[src/rtl/gpi_debounce_pkg.sv]
// gpi_debounce_pkg: shared state type and default constants for the GPI debouncer.
package gpi_debounce_pkg;
  typedef enum logic {DbStable, DbPending} db_state_e;
  localparam int GpiWidthDefault = 8;
  localparam int SyncStagesDefault = 2;
  localparam int DebounceCyclesDefault = 500_000;
endpackage

[src/rtl/gpi_debounce_bit.sv]
// gpi_debounce_bit: one channel - synchroniser, debounce counter, level flop and edge pulses.
module gpi_debounce_bit
  import gpi_debounce_pkg::*;
#(
  parameter int SyncStages = SyncStagesDefault,
  parameter int DebounceCycles = DebounceCyclesDefault,
  parameter int CntWidth = $clog2(DebounceCycles + 1)
) (
  input  logic clk_sys_i,
  input  logic rst_sys_ni,
  input  logic pad_i,
  output logic gp_o,
  output logic rise_o,
  output logic fall_o
);
  logic [SyncStages-1:0] r_sync;
  logic [CntWidth-1:0] r_cnt;
  logic [CntWidth-1:0] w_cnt_nxt;
  logic r_level;
  logic r_rise;
  logic r_fall;
  logic w_sync;
  logic w_accept;
  db_state_e w_state;
  assign w_sync = r_sync[SyncStages-1];
  // The state is fully determined by whether the synchronised input disagrees with the accepted level.
  always_comb begin
    w_state = (w_sync != r_level) ? DbPending : DbStable;
    w_accept = (w_state == DbPending) && (r_cnt == CntWidth'(DebounceCycles - 1));
    w_cnt_nxt = (w_state == DbPending && !w_accept) ? r_cnt + 1'b1 : '0;
  end
  always_ff @(posedge clk_sys_i or negedge rst_sys_ni) begin
    if (!rst_sys_ni) begin
      r_sync <= '0;
      r_cnt <= '0;
      r_level <= 1'b0;
      r_rise <= 1'b0;
      r_fall <= 1'b0;
    end else begin
      r_sync <= {r_sync[SyncStages-2:0], pad_i};
      r_cnt <= w_cnt_nxt;
      r_level <= w_accept ? w_sync : r_level;
      r_rise <= w_accept & w_sync;
      r_fall <= w_accept & ~w_sync;
    end
  end
  assign gp_o = r_level;
  assign rise_o = r_rise;
  assign fall_o = r_fall;
endmodule

[src/rtl/gpi_debounce.sv]
// gpi_debounce: per-bit synchronise and debounce of raw pads into gp_i levels plus edge pulses.
// Optional sticky edge interrupt enabled by defining GPI_DEBOUNCE_IRQ_EN.
module gpi_debounce
  import gpi_debounce_pkg::*;
#(
  parameter int GpiWidth = GpiWidthDefault,
  parameter int SyncStages = SyncStagesDefault,
  parameter int DebounceCycles = DebounceCyclesDefault
) (
  input  logic                clk_sys_i,
  input  logic                rst_sys_ni,
  input  logic [GpiWidth-1:0] pad_i,
`ifdef GPI_DEBOUNCE_IRQ_EN
  input  logic [GpiWidth-1:0] irq_clear_i,
  output logic [GpiWidth-1:0] irq_pending_o,
  output logic                irq_o,
`endif
  output logic [GpiWidth-1:0] gp_o,
  output logic [GpiWidth-1:0] rise_o,
  output logic [GpiWidth-1:0] fall_o
);
  localparam int CntWidth = $clog2(DebounceCycles + 1);
  for (genvar i = 0; i < GpiWidth; i++) begin : g_bit
    gpi_debounce_bit #(
      .SyncStages(SyncStages),
      .DebounceCycles(DebounceCycles),
      .CntWidth(CntWidth)
    ) u_bit (
      .clk_sys_i(clk_sys_i),
      .rst_sys_ni(rst_sys_ni),
      .pad_i(pad_i[i]),
      .gp_o(gp_o[i]),
      .rise_o(rise_o[i]),
      .fall_o(fall_o[i])
    );
  end
`ifdef GPI_DEBOUNCE_IRQ_EN
  logic [GpiWidth-1:0] r_pending;
  // A new event outranks a clear landing in the same cycle.
  always_ff @(posedge clk_sys_i or negedge rst_sys_ni) begin
    if (!rst_sys_ni) r_pending <= '0;
    else r_pending <= (r_pending & ~irq_clear_i) | rise_o | fall_o;
  end
  assign irq_pending_o = r_pending;
  assign irq_o = |r_pending;
`endif
endmodule

[config.mk]
export PLATFORM = sky130hd
export DESIGN_NAME = gpi_debounce
export DESIGN_NICKNAME = d
export VERILOG_FILES = /design/src/rtl/gpi_debounce_pkg.sv /design/src/rtl/gpi_debounce_bit.sv /design/src/rtl/gpi_debounce.sv
export SDC_FILE = /design/constraint.sdc
export NUM_CORES = 1
export LEC_CHECK = 0
export ABC_AREA = 1
export BUFFER_PORTS_ARGS = -buffer_cell sky130_fd_sc_hd__buf_4
export CAP_MARGIN = 30
export CORE_MARGIN = 2
export CORE_UTILIZATION = 60
export DETAILED_ROUTE_END_ITERATION = 6
export PLACE_DENSITY = 0.77
export SLEW_MARGIN = 20
export SYNTH_ARGS = -nofsm -noshare
export SYNTH_HDL_FRONTEND = slang
export SYNTH_SLANG_ARGS = --single-unit
[constraint.sdc]
create_clock -name clk_sys_i -period 1.7 [get_ports clk_sys_i]
set_input_delay 0.34 -clock clk_sys_i [delete_from_list [all_inputs] [get_ports clk_sys_i]]
set_output_delay 0.34 -clock clk_sys_i [all_outputs]
set_load 0.005 [all_outputs]
==> reports/qor.yml, run 1 <==
status: "finished, final reports clean"
netlist_area_um2: 10100
synth.avg_cell_area_um2: 7.80
ys_ff_latch: 192
required_ps: 1990
nets: 1342
reg2reg_depth: 5
crit_path_end: "g_bit[6].u_bit.fall_o$_DFF_PN0_"
drt_drc_violations_left: 0
rr_startpoint: "g_bit[6].u_bit.r_cnt[0]$_DFF_PN0_"
antenna_cells: 0
tightestPinTransition_ps: 408
wl_per_cell_um: 11.9
wl_um: 18600
vias_per_cell: 5.02
setup_viol: 0
grt_usage_pct: 22.4
via_count: 7813
ir_drop_uv: 913
cts_made_buffers: 17
rr_endpoint: "g_bit[6].u_bit.fall_o$_DFF_PN0_"
power_density_nw_per_um2: 830
post-route-period-util_pct: 93.9
htreeDepth: 4
die-area_um2: 17900
report.final.hold_viol_count: 0
slowest_stage: "dfrtp_1"
reg2reg_setup_slack_ps: 100
io_pins: 34
ant_nets: 0
clock_skew_ps: 7.06
clkLatencyLatePin_ps: 430
drt-initial-drc-count: 436
crit_start: "g_bit[6].u_bit.r_cnt[0]$_DFF_PN0_"
maxCapViolCount: 0
clk_pin_slew_ps: 70
dp_hpwl_um: 13000
clock-sinks: 192
cts_tree: "built"
area_delta_synth_final_pct: 9.87
yosysSeqAreaShare_pct: 47.6
clk_path_buf_depth: 2
drive_gt1_share_pct: 8.53
path_cells: "ha_1 -> nand2_1 -> nor2_4 -> nand3_2 -> nor3_1"
critPathMaxStageDelay_ps: 380
num_rows: 47
grt_overflow: 0
grt_first_pass_wirelength_um: 33000
post_cts_buffers: 0
cts_resized: 0
core_um2: 16500
max_freq_mhz: 626
period_needed_ps: 1600
worst_ep_arrival_time_ps: 1880
dr.pass1.iters: 5
leakagePower_uw: 0.00489
setup.worst_path.end_class: "register"
rsz0062_at_grt: "false"
ys_warn_count: 0
relSlewSlack_pct: 72.6
fin_tns_setup_ps: 0
die_width_um: 134
clockRootBuffer: "clkbuf_16"
portBuffers: 33
ctsHoldBuffers: 3
path_class: "reg -> reg"
start_kind: "register"
grt_max_degree: 49
syn_inst: 1295
slew_viol_final: 0
final_util_pct: 67.2
die_h_um: 134
ys_types: 25
grt_pass1_vias: 7507
path_max_fanout: 6
initial_core_util_pct: 61.1
hold_class: "in -> reg"
antenna_found_initial: 0
gp_congestion: 0.896
synth_nets: 1313
==> synth_stat cells <==
| cell type | count | share of area, % |
|---|---|---|
| xnor2_1 | 32 | 2.8 |
| inv_2 | 2 | 0.074 |
| nand4_1 | 22 | 1.4 |
| nor2_1 | 337 | 13 |
| xor2_1 | 61 | 5.3 |
| nand2_4 | 8 | 0.89 |
| nand2_2 | 1 | 0.062 |
| nand3_2 | 9 | 0.89 |
| buf_6 | 7 | 0.78 |
| ha_1 | 8 | 0.99 |
| and2_1 | 2 | 0.12 |
| o21bai_1 | 8 | 0.59 |
| nor3_1 | 9 | 0.45 |
| nand2_1 | 304 | 11 |
| nor2_4 | 7 | 0.78 |
| buf_8 | 1 | 0.15 |
| nor2_2 | 18 | 1.1 |
| nand3b_1 | 3 | 0.22 |
| dfrtp_1 | 192 | 48 |
| inv_1 | 132 | 4.9 |
| buf_4 | 24 | 1.8 |
| a21oi_1 | 12 | 0.59 |
| nand3_1 | 86 | 4.3 |
| o21ai_0 | 9 | 0.45 |
| or2_2 | 1 | 0.062 |
==> routing by layer <==
| layer | vias up | routed length [um] | global-route usage [%] |
|---|---|---|---|
| li1 | 4015 | - | - |
| met1 | 3644 | 8730 | 29.6 |
| met2 | 135 | 9010 | 38.1 |
| met3 | 19 | 643 | 4.34 |
| met4 | 0 | 224 | 5.56 |
| met5 | - | 0 | 0 |
==> power by group <==
| group | switching, uW | internal, uW | leakage [uW] | total [uW] |
|---|---|---|---|---|
| clock | 1700 | 2500 | 0.000304 | 4210 |
| combinational | 216 | 101 | 0.00196 | 317 |
| sequential | 51.7 | 4630 | 0.00263 | 4680 |
==> placed cells by master (no fill, tap or decap) <==
cell type	synthesis	final
xnor2_1	32	32
clkbuf_8	0	2
nand3_2	9	9
and2_1	2	2
nor3_1	9	9
nand3b_1	3	3
clkinv_2	0	4
dfrtp_1	192	192
clkbuf_1	0	1
nand2_2	1	1
buf_12	0	3
buf_4	24	33
o21ai_0	9	9
a21oi_1	12	12
clkbuf_16	0	17
inv_1	132	132
nor2_2	18	18
nand2_4	8	8
o21bai_1	8	8
inv_6	0	3
bufinv_16	0	4
nand2_1	304	304
xor2_1	61	61
or2_2	1	1
nand4_1	22	22
dlygate4sd3_1	0	5
ha_1	8	8
nor2_1	337	337
nor2_4	7	7
clkinvlp_4	0	2
inv_2	2	2
nand3_1	86	86
==> cell type report <==
type                    instances  area, um2
multi-input cells             937       4520
repair buffers                 42        372
well taps                     220        275
clock buffers                  19        443
fillers                      1352       5430
inverters                     134        503
flip-flops and latches        192       4800
clock inverters                13        181
==> stage by stage <==
| step | worst slack, ps | instance area [um2] | instances | power (uW) | hold WS, ps |
|---|---|---|---|---|---|
| after floorplan | 342 | 10100 | 1295 | 4930 | 44.4 |
| after global placement | 219 | 10400 | 1520 | 5080 | 269 |
| after detailed placement | 179 | 10400 | 1520 | 5090 | 272 |
| after CTS | 166 | 11100 | 1555 | 9300 | 0.836 |
| after global routing | 15.9 | 11100 | 1557 | 9560 | 5.94 |
| final | 103 | 11100 | 1557 | 9210 | 23.8 |
==> registers in the layout (all words and copies together) (netlist names) <==
register / flops
g_bit.u_bit.fall_o: 8
g_bit.u_bit.rise_o: 8
g_bit.u_bit.gp_o: 8
g_bit.u_bit.r_cnt: 152
g_bit.u_bit.r_sync: 16
==> how the worst min path moves through the flow <==
stage	startpoint	endpoint	slack (ps)	depth (start not counted)
floorplan	rst_sys_ni	g_bit[0].u_bit.fall_o$_DFF_PN0_	40	0
global placement	rst_sys_ni	g_bit[2].u_bit.r_sync[1]$_DFF_PN0_	270	1
detailed placement	rst_sys_ni	g_bit[2].u_bit.r_sync[1]$_DFF_PN0_	270	1
CTS	pad_i[0]	g_bit[0].u_bit.r_sync[0]$_DFF_PN0_	0.8	1
global route	pad_i[7]	g_bit[7].u_bit.r_sync[0]$_DFF_PN0_	6	1
finish	pad_i[7]	g_bit[7].u_bit.r_sync[0]$_DFF_PN0_	20	1
==> cells by family after synthesis <==
group / after synthesis / share of synthesized area, %
AOI/OAI and AO/OA: 29 / 1.64
xor gates and xnor gates: 93 / 8.06
adders and majority gates: 8 / 0.991
buffers and inverters: 166 / 7.69
DFF: 192 / 47.6
and+or+nand+nor: 807 / 34.0
==> critical path: cells and delay by family (launching register included) <==
| family | cells | cell delay (ps) |
|---|---|---|
| fa+ha+maj | 1 | 270 |
| simple gates | 4 | 810 |
| flops | 1 | 380 |
Note: power is estimated with default switching activity, not from simulation.
==> run 2, diff against run 1 <==
- clock period: 1.7 -> 1.8 ns (I/O delays scaled with it)
==> run 2 against run 1 <==
Against the previous run:
- critical path depth increased by 1
- sequential cell count unchanged
- global-route usage grew 0.18 points
- first-iteration DRC count up 14%
- count of clock-buffer cells in the layout decreased by 2
- clock skew grew 2.7 ps
- highest routed layer unchanged
- register-to-register slack better by 190 ps
- core utilization down 0.099 points
- fmax grew 5.7%
- setup slack gained 190 ps
- largest power group unchanged
- non-clock buffer count down 2
==> reports/qor.yml, run 2 (synthesized netlist as in run 1, its figures left out) <==
relSlewSlack_pct: 73.8
cts_resized: 0
placed_cells: 1522
fin_cells: 1555
slew_viol_final: 0
leakagePower_uw: 0.00489
grt_max_degree: 45
report.final.hold_viol_count: 0
drt-initial-drc-count: 498
path_class: "reg -> reg"
final_util_pct: 67.1
start_kind: "register"
period_needed_ps: 1510
nets: 1340
drive_gt1_share_pct: 8.76
status: "finished, final reports clean"
clkLatencyLatePin_ps: 430
fin_hold_ws_ps: 29.1
grt_usage_pct: 22.6
setup.worst_path.end_class: "register"
setup_viol: 0
wl_um: 18800
grt_overflow: 0
portBuffers: 33
rsz0062_at_grt: "false"
grt_first_pass_wirelength_um: 33200
crit_start: "g_bit[6].u_bit.r_cnt[0]$_DFF_PN0_"
area_delta_synth_final_pct: 9.71
required_ps: 2110
ant_nets: 0
max_freq_mhz: 662
cts_made_buffers: 17
antenna_found_initial: 0
regMostFlops: "g_bit.u_bit.r_cnt"
wl_per_cell_um: 12.1
power_density_nw_per_um2: 789
post-route-period-util_pct: 84.0
globalRouteMet1Util_pct: 30.2
largest_register_ffs: 152
reg_top3: "g_bit.u_bit.r_cnt (152), g_bit.u_bit.r_sync (16)"
die-area_um2: 17900
clockRootBuffer: "clkbuf_16"
clk_pin_slew_ps: 70
rr_startpoint: "g_bit[6].u_bit.r_cnt[0]$_DFF_PN0_"
path_max_fanout: 18
most-common-layout-cells: "nor2_1, nand2_1, dfrtp_1"
clock-sinks: 192
clk_path_buf_depth: 2
drt_drc_violations_left: 0
initial_core_util_pct: 61.1
worst_ep_arrival_time_ps: 1820
core_um2: 16500
dr.pass1.iters: 5
vias_per_cell: 5.06
layout_commonest_cell: "nor2_1"
io_pins: 34
grt_use_met2_pct: 37.7
gp_congestion: 0.893
antenna_cells: 0
die_h_um: 134
maxCapViolCount: 0
htreeDepth: 4
nFillCells: 1339
via_count: 7870
num_rows: 47
cts_tree: "built"
grt_pass1_vias: 7544
hold_class: "in -> reg"
tightestPinTransition_ps: 392
die_width_um: 134
clock_skew_ps: 9.79
ir_drop_uv: 663
grtUsageMet3_pct: 4.76
fin_tns_setup_ps: 0
top_usage_layer: "met2"
dp_hpwl_um: 13200
min_from: "pad_i[0]"
run 2: area by class of cell:
| cell class | instances | area [um2] | area share [%] |
|---|---|---|---|
| sequential | 192 | 4800 | 43.4 |
| multi-input combinational | 937 | 4520 | 40.8 |
| inverter | 134 | 503 | 4.54 |
| clock buffer | 17 | 425 | 3.84 |
| timing repair buffer | 40 | 347 | 3.13 |
| tap | 220 | 275 | 2.48 |
| clock inverter | 15 | 208 | 1.87 |
run 2: report_power, final:
part	total (uW)	switching, uW	internal, uW
Clock	4020	1670	2350
Combinational	297	205	92.5
Sequential	4420	49.2	4370
run 2: routing by layer:
metal | share of wire (%) | up-vias | wire length (um)
li1 | - | 4020 | -
met4 | 1.1 | 0 | 207
met1 | 46 | 3704 | 8640
met3 | 3.6 | 19 | 677
met2 | 49 | 127 | 9250
met5 | 0 | - | 0
run 2: metrics by stage:
step | cell area, um2 | power (uW) | worst slack [ps]
6_report | 11100 | 8740 | 288
5_1_grt | 11100 | 9090 | 68.7
4_1_cts | 11100 | 8830 | 274
3_5_place_dp | 10400 | 4810 | 288
3_3_place_gp | 10400 | 4800 | 321
2_1_floorplan | 10100 | 4660 | 442
run 2: what timing repair did:
item / in CTS / in global routing
hold buffers: 1 / 0
setup buffers: 0 / 0
endpoints found under the hold margin: 38 / 0
run 2: final timing paths:
path	to	slack, ps	depth (start not counted)
worst min-delay path	g_bit[0].u_bit.r_sync[0]$_DFF_PN0_	30	1
worst min register to register	g_bit[6].u_bit.r_sync[1]$_DFF_PN0_	350	0
min in group asynchronous	g_bit[2].u_bit.r_sync[1]$_DFF_PN0_	420	2
worst max-delay path	g_bit[6].u_bit.r_cnt[7]$_DFF_PN0_	290	6
worst max register to register	g_bit[6].u_bit.r_cnt[7]$_DFF_PN0_	290	6
max in group asynchronous	g_bit[3].u_bit.r_cnt[16]$_DFF_PN0_	780	3
run 2: worst max-delay path, stage by stage, from the launching register on:
cell	delay, ps
dfrtp_1	370
ha_1	260
nand2_1	120
nor2_4	160
nand3_2	180
nand2_4	220
nor2_1	80
==> run 3, diff against run 2 <==
- clock period: 1.8 -> 1.5 ns (I/O delays scaled with it)
==> run 3 against run 2 <==
Against the previous run:
- sequential share of layout area is 0.83 points lower
- critical path depth did not move
- largest power group unchanged
- non-clock buffer count is 18 higher
==> reports/qor.yml, run 3 (synthesized netlist as in run 1, its figures left out) <==
placed_cell_area_um2: 10500
multi_input_area_um2: 4650
fin_hold_ws_ps: 349
initial_core_util_pct: 61.1
area_delta_synth_final_pct: 11.8
path_max_fanout: 9
grt_max_degree: 49
drt_drc_violations_left: 0
nFillCells: 1349
antenna_cells: 0
fin_tns_setup_ps: 0
io_pins: 34
report.final.hold_viol_count: 0
portBuffers: 33
largest_register_ffs: 152
nets: 1360
ant_nets: 0
reg_top3: "g_bit.u_bit.r_cnt (152), g_bit.u_bit.r_sync (16)"
grt_pass1_vias: 7471
max_freq_mhz: 705
via_count: 7850
hold_class: "reg -> reg"
dp_hpwl_um: 13200
ir_drop_uv: 833
post-route-period-util_pct: 94.6
power_density_nw_per_um2: 868
drt-initial-drc-count: 480
leakagePower_uw: 0.00494
num_rows: 47
critPathMaxStageDelay_ps: 370
final_design_area_no_fill_um2: 11300
dr.pass1.iters: 5
required_ps: 1820
layout_commonest_cell: "nor2_1"
slew_viol_final: 0
worst_ep_arrival_time_ps: 1730
period_needed_ps: 1420
setup_viol: 0
path_cells: "ha_2 -> nand3_2 -> nor2_2 -> nand3_4 -> nand2_4 -> nor2_1"
clk_pin_slew_ps: 70
cts_made_buffers: 17
rsz0062_at_grt: "true"
setup.worst_path.end_class: "register"
dp_slack_ps: 41.3
wl_per_cell_um: 11.9
clkLatencyLatePin_ps: 430
htreeDepth: 4
wl_um: 18800
regMostFlops: "g_bit.u_bit.r_cnt"
grt_usage_pct: 22.4
tightestPinTransition_ps: 513
clockRootBuffer: "clkbuf_16"
seqCellArea_um2: 4800
relSlewSlack_pct: 65.7
drive_gt1_share_pct: 10.2
antenna_found_initial: 0
core_um2: 16500
die_h_um: 134
die_width_um: 134
start_kind: "register"
clock_skew_ps: 9.01
gp_congestion: 0.925
maxCapViolCount: 0
status: "finished, final reports clean"
vias_per_cell: 4.99
grt_overflow: 0
slowest_stage: "dfrtp_1"
clock-sinks: 192
path_class: "reg -> reg"
most-common-layout-cells: "nor2_1, nand2_1, dfrtp_1"
fin_ws_ps: 81.1
cts_tree: "built"
clk_path_buf_depth: 2
grt_first_pass_wirelength_um: 32900
die-area_um2: 17900
[run 3: cell count changes in the layout (fill, tap and decap cells not counted), moves of 3 or more]
cell / previous run / this run
dlygate4sd3_1: 1 / 9
buf_4: 35 / 44
nand2_8: 0 / 7
inv_6: 4 / 1
bufinv_16: 4 / 0
nand2_2: 1 / 4
nand2_1: 304 / 301
ha_1: 8 / 5
nand2_4: 8 / 3
clkinvlp_4: 1 / 4
[run 3: path summary, 6_finish.rpt]
check,startpoint,to,slack [ps],cells past startpoint
worst max-delay path,g_bit[1].u_bit.r_cnt[0]$_DFF_PN0_,g_bit[1].u_bit.r_cnt[13]$_DFF_PN0_,80,6
worst min-delay path,g_bit[5].u_bit.r_sync[0]$_DFF_PN0_,g_bit[5].u_bit.r_sync[1]$_DFF_PN0_,350,0
worst max register to register,g_bit[1].u_bit.r_cnt[0]$_DFF_PN0_,g_bit[1].u_bit.r_cnt[13]$_DFF_PN0_,80,6
worst min register to register,g_bit[5].u_bit.r_sync[0]$_DFF_PN0_,g_bit[5].u_bit.r_sync[1]$_DFF_PN0_,350,0
max in group asynchronous,rst_sys_ni,g_bit[4].u_bit.r_cnt[18]$_DFF_PN0_,540,3
min in group asynchronous,rst_sys_ni,g_bit[2].u_bit.r_sync[1]$_DFF_PN0_,400,2
[run 3: worst max-delay path, delay by kind of cell (launching register included)]
family        cells  cell delay, ps
simple gates      5             710
flops             1             370
fa+ha+maj         1             220
[run 3: layout make-up]
| type | count | area share (%) |
|---|---|---|
| clock buffers | 19 | 4.01 |
| clock inverters | 12 | 0.786 |
| inverters | 134 | 4.47 |
| multi-input cells | 939 | 41.2 |
| flip-flops and latches | 192 | 42.5 |
| well taps | 220 | 2.44 |
| repair buffers | 58 | 4.55 |
[run 3: layer usage]
| metal | track usage (%) | routed length, um |
|---|---|---|
| met1 | 29.6 | 8730 |
| met2 | 37.9 | 9190 |
| met3 | 4.57 | 621 |
| met4 | 5.79 | 214 |
| met5 | 0 | 0 |
[run 3: stage by stage]
stage	util, %	cells	power (uW)
2_1_floorplan	-	1295	5590
3_3_place_gp	63.6	1531	5770
3_5_place_dp	63.6	1531	5790
4_1_cts	67.5	1571	9910
5_1_grt	68.4	1574	10200
6_report	68.4	1574	9800
[run 3: report_power, final]
| group | switching [uW] | internal (uW) | total, uW |
|---|---|---|---|
| clock | 1870 | 2200 | 4070 |
| combinational | 265 | 154 | 418 |
| sequential | 62.3 | 5250 | 5310 |
[run 3: repair_timing]
item / 4_1_cts / 5_1_grt
hold endpoints to repair: 49 / 0
hold buffers: 9 / 0
endpoints found under the setup margin: 0 / 85
gates resized for setup: 0 / 22
buffers inserted: 0 / 1
